$ cat config.mk
export PLATFORM = sky130hd
export DESIGN_NAME = dmem_arbiter
export DESIGN_NICKNAME = d
export VERILOG_FILES = /design/src/rtl/dmem_arbiter.sv
export SDC_FILE = /design/constraint.sdc
export NUM_CORES = 1
export LEC_CHECK = 0
export ABC_AREA = 0
export BUFFER_PORTS_ARGS = -buffer_cell sky130_fd_sc_hd__buf_2
export CAP_MARGIN = 20
export CORE_AREA = 8 8 109 111
export DETAILED_ROUTE_END_ITERATION = 8
export DIE_AREA = 0 0 117 119
export PLACE_DENSITY = 0.61
export SYNTH_ARGS = -nofsm -noshare
export SYNTH_HDL_FRONTEND = slang
export SYNTH_SLANG_ARGS = --single-unit
$ cat constraint.sdc
create_clock -name clk -period 2.42 [get_ports clk]
set_input_delay 0 -clock clk [delete_from_list [all_inputs] [get_ports clk]]
set_output_delay 0 -clock clk [all_outputs]
set_load 0.005 [all_outputs]
$ cat src/rtl/dmem_arbiter.sv
// Data memory arbiter: the pipeline memory stage owns the single-port data memory by
// default; a DMA port gets idle cycles plus a periodic forced grant that stalls the pipeline.
module dmem_arbiter #(
  parameter int DATA_W       = 32,
  parameter int STARVE_LIMIT = 4,
  parameter int COOL_CYCLES  = 1
) (
  input  logic              clk,
  input  logic              rst,
  // pipeline memory stage
  input  logic              MemReqM,
  input  logic              MemWriteM,
  input  logic [DATA_W-1:0] ALU_ResultM,
  input  logic [DATA_W-1:0] WriteDataM,
  output logic [DATA_W-1:0] ReadDataM,
  output logic              StallM,
  // DMA / loader port
  input  logic              dma_valid,
  input  logic              dma_we,
  input  logic [DATA_W-1:0] dma_addr,
  input  logic [DATA_W-1:0] dma_wdata,
  output logic              dma_ready,
  output logic [DATA_W-1:0] dma_rdata,
  output logic              dma_rvalid,
  // data memory
  output logic [DATA_W-1:0] mem_A,
  output logic [DATA_W-1:0] mem_WD,
  output logic              mem_WE,
  input  logic [DATA_W-1:0] mem_RD
);

  localparam int SW = $clog2(STARVE_LIMIT + 1);
  localparam int CW = (COOL_CYCLES > 1) ? $clog2(COOL_CYCLES) : 1;

  localparam logic [SW-1:0] STARVE_MAX = SW'(STARVE_LIMIT);
  localparam logic [CW-1:0] COOL_INIT  = CW'(COOL_CYCLES - 1);

  localparam logic [0:0] ARB  = 1'b0;
  localparam logic [0:0] COOL = 1'b1;

  logic [0:0]    state;
  logic [SW-1:0] starve_cnt;
  logic [CW-1:0] cool_cnt;
  logic          force_ok;
  logic          dma_gnt;

  // Grant logic. Qualifying with rst keeps the memory and both requesters quiet
  // for as long as reset is held, whatever the inputs are doing.
  always_comb begin
    force_ok = (state == ARB) && (starve_cnt == STARVE_MAX);
    dma_gnt  = rst && dma_valid && (!MemReqM || force_ok);
  end

  assign dma_ready = dma_gnt;
  assign StallM    = rst && MemReqM && dma_gnt;
  assign ReadDataM = mem_RD;

  always_comb begin
    if (dma_gnt) begin
      mem_A  = dma_addr;
      mem_WD = dma_wdata;
      mem_WE = dma_we;
    end else begin
      mem_A  = ALU_ResultM;
      mem_WD = WriteDataM;
      mem_WE = rst && MemWriteM && MemReqM;
    end
  end

  // Starvation counter: counts consecutive cycles a valid DMA request was refused.
  // NOTE: sequential state uses non-blocking assignments so every register samples
  // pre-edge values regardless of statement order.
  always_ff @(posedge clk or negedge rst) begin
    if (!rst) begin
      starve_cnt <= '0;
    end else if (!dma_valid || dma_gnt) begin
      starve_cnt <= '0;
    end else if (starve_cnt != STARVE_MAX) begin
      starve_cnt <= starve_cnt + SW'(1);
    end
  end

  // A forced grant (the only way StallM rises) opens a cool-down window in which
  // the stalled pipeline access is guaranteed to reach memory.
  always_ff @(posedge clk or negedge rst) begin
    if (!rst) begin
      state    <= ARB;
      cool_cnt <= '0;
    end else begin
      case (state)
        ARB: begin
          if (StallM) begin
            state    <= COOL;
            cool_cnt <= COOL_INIT;
          end
        end
        COOL: begin
          if (cool_cnt == '0) begin
            state <= ARB;
          end else begin
            cool_cnt <= cool_cnt - CW'(1);
          end
        end
        default: begin
          state    <= ARB;
          cool_cnt <= '0;
        end
      endcase
    end
  end

  // DMA read return path: one-cycle latency, data held between reads.
  always_ff @(posedge clk or negedge rst) begin
    if (!rst) begin
      dma_rvalid <= 1'b0;
      dma_rdata  <= '0;
    end else if (dma_gnt && !dma_we) begin
      dma_rvalid <= 1'b1;
      dma_rdata  <= mem_RD;
    end else begin
      dma_rvalid <= 1'b0;
    end
  end

endmodule

==> results.yml <==
clock_network:
  clock_tree_from_tritoncts: "built"
  tritoncts.num_buffers: 5
  cts_setup_buffers: 0
  clock_tree.htree_level_count: 2
  clk_pin_slew_ps: 70
  clk_path_buf_depth: 2
  clkLatencyLatePin_ps: 280
  post_cts_resized: 0
  clock_sinks: 37
  master_cell_of_the_clock_root_buffer: "sky130_fd_sc_hd__clkbuf_8"
timing:
  drv_slew: 0
  timing.slew.headroom_pct: 67.6
  worst_pin_slew_ps: 485
  layout_setup_ws_ps: 184
  hold-worst-slack_ps: 62.9
  setup_viol: 0
  final_period_utilization_pct: 92.4
  tns_ps: 0
  timing_hold_violations_final: 0
  maxClockFrequency_ghz: 0.447
  period_minus_slack_ps: 2240
  grt_setup_unrepaired: "false"
  clock-skew-final_ps: 3.51
synthesis:
  post_synth_and_or_nand_nor_area_fraction_pct: 2.94
  yosysMostFrequentCell: "sky130_fd_sc_hd__mux2_2"
  synth_top_cell_by_area: "sky130_fd_sc_hd__mux2_2"
  post_synth.cell_area_avg_um2: 12.7
  synth_edf_count: 0
  synth_xor_area_share_pct: 0.349
  ys_seq_area_share_pct: 36.9
  synthArstFlopShare_pct: 100
  syn_nets: 366
  yosys-mux-area-fraction_pct: 43.5
  ys_ff_latch: 37
  area_of_the_mapped_netlist_mm2: 0.00251
  synth-adder-area-share_pct: 0.998
  synth_top_family_by_area: "multiplexers"
  synth_top_cells_by_count: "sky130_fd_sc_hd__mux2_2, sky130_fd_sc_hd__buf_4, sky130_fd_sc_hd__dfrtp_1"
  syn_inst: 198
  synth.yosys.warnings: 0
  post_synthesis_compound_gate_area_fraction_pct: 1.90
  ys_types: 20
  synth_top_cell_area_share_pct: 43.1
  dominantRegCellSynth: "sky130_fd_sc_hd__dfrtp_1"
  synth.area.top_cells: "sky130_fd_sc_hd__mux2_2, sky130_fd_sc_hd__dfrtp_1, sky130_fd_sc_hd__buf_4"
drt:
  firstDrtPassIters: 4
  final_antenna_net_count: 0
  via_count: 2680
  postRouteWirelength_um: 12200
  wire_per_inst_um: 19.2
  drt_first_iter_violations: 105
  post-route-drc-count: 0
  vias_per_cell: 4.21
critical_path:
  worstReg2RegEnd: "dma_rdata[6]"
  crit_start: "starve_cnt[0]"
  crit_type: "reg -> out"
  r2r_slack_ps: 550
  crit-reg2reg-launch: "starve_cnt[0]"
  rr_worst_depth: 6
  required_time_of_the_worst_setup_path_ps: 2420
  worstSetupEndpointType: "primary output"
  worstPathMaxFanout: 70
  cp_data_arrival_time_ps: 2240
  cp_startpoint_kind: "flip-flop"
final_layout:
  filler_cell_count: 990
  fin_nets: 664
  syn2layout_area_growth_pct: 73.3
  multi_input_logic_area_mm2: 0.00125
  seq_area_um2: 926
  post_layout_nonfiller_instances: 636
  layout-drive-gt1-share_pct: 81.7
placed_design:
  placed_cells_incl_taps: 592
  dp_hpwl_um: 10300
  pre_cts_slack_ps: 496
  place.gp.congestion: 0.865
  io_buffers: 297
floorplanning:
  dieArea_mm2: 0.0139
  core-area_mm2: 0.0101
  chipWidth_um: 117
  core.rowCount: 37
  ioPinCount: 298
  floorplan.initialDensity_pct: 24.8
  die_h_um: 119
global_routing:
  grt_start_max_net_pins: 71
  via_count_of_the_first_global_routing_pass: 3070
  antenna_found_initial: 6
  grt_remaining_overflow: 0
  grt_pass1_wl_um: 17400
  global_route.usage.total_pct: 16.4
job:
  timing.max_cap.violations: 0
pwr:
  p_per_area_mw_per_mm2: 484
  worst_ir_drop_vdd_mv: 0.205
  leakage_uw: 0.00228
worst_hold_path:
  hold_path_class: "in -> reg"
  hold_path_depth: 2
  timing.hold.worst.start: "MemReqM"
  min_delay_worst_endpoint: "state"
outcome:
  run_status: "completed"
==> where the power goes <==
group	switching [uW]	internal [uW]	total [uW]	leakage, uW
Sequential	59.3	749	809	0.000451
Combinational	304	464	767	0.00177
Clock	217	309	526	0.0000554
Total	580	1520	2100	0.00228
==> final cells by class <==
class	count	area share (%)
inverter	3	0.259
timing repair buffer	333	42.9
clock inverter	2	0.893
antenna	3	0.173
clock buffer	6	1.67
sequential	37	21.3
multi-input combinational	116	28.9
tap	136	3.92
==> cell usage in the layout, fill, tap and decap left out, drive strengths merged, types with 2 or more instances in the layout <==
master	Yosys	routed
dfrtp	37	37
clkbuf	0	6
nor3	3	3
o21ai	2	2
inv	3	3
and2	3	3
ha	2	2
dlygate4sd3	0	33
mux2	96	96
nand2	2	2
nand3b	2	2
diode	0	3
buf	42	300
==> how the worst max path moves through the flow <==
stage,slack (ps),depth (start not counted),end
6_report,180,7,mem_WD[18]
5_1_grt,60,7,mem_WD[18]
4_1_cts,170,7,mem_WD[18]
3_5_place_dp,500,7,mem_WD[18]
3_3_place_gp,540,7,mem_WD[18]
2_1_floorplan,640,6,dma_rdata[0]
==> per-layer routing <==
metal	up-vias	wire length (um)	global-route usage, %
met1	1220	3960	16.0
li1	1270	-	-
met4	10	240	4.64
met2	160	6370	30.7
met5	-	57	0
met3	20	1590	6.87
==> stage by stage <==
stage	util (%)	total power (uW)	area, um2
floorplan	-	1150	2510
global placement	38.6	1540	3890
detailed placement	38.6	1560	3890
CTS	43.0	2140	4340
global route	43.0	2230	4340
finish	43.0	2100	4340
==> sequential cells by signal, indices dropped and copies added (netlist names) <==
register    count
state           1
starve_cnt      3
dma_rvalid      1
dma_rdata      32
==> timing repair <==
| action | 4_1_cts | 5_1_grt |
|---|---|---|
| endpoints found under the hold margin | 69 | 0 |
| hold buffers | 33 | 0 |
| setup endpoints to repair | 0 | 0 |
==> kinds of logic (layout without fill, tap and decap cells) <==
kind of cell    after synthesis  count (layout)
other cells                   0               3
flops                        37              37
buf+inv                      45             344
compound gates                5               5
fa+ha+maj                     2               2
mux                          97              97
simple gates                 11              11
xor+xnor                      1               1
==> worst max-delay path, cell delays in order, from the launching register on <==
cell and delay (ps):
sky130_fd_sc_hd__dfrtp_1 410, sky130_fd_sc_hd__inv_1 70, sky130_fd_sc_hd__ha_1 220, sky130_fd_sc_hd__nand3b_4 140, sky130_fd_sc_hd__a21oi_4 190, sky130_fd_sc_hd__buf_12 320
sky130_fd_sc_hd__mux2_2 410, sky130_fd_sc_hd__buf_2 150
Note: power is estimated with default switching activity, not from simulation.
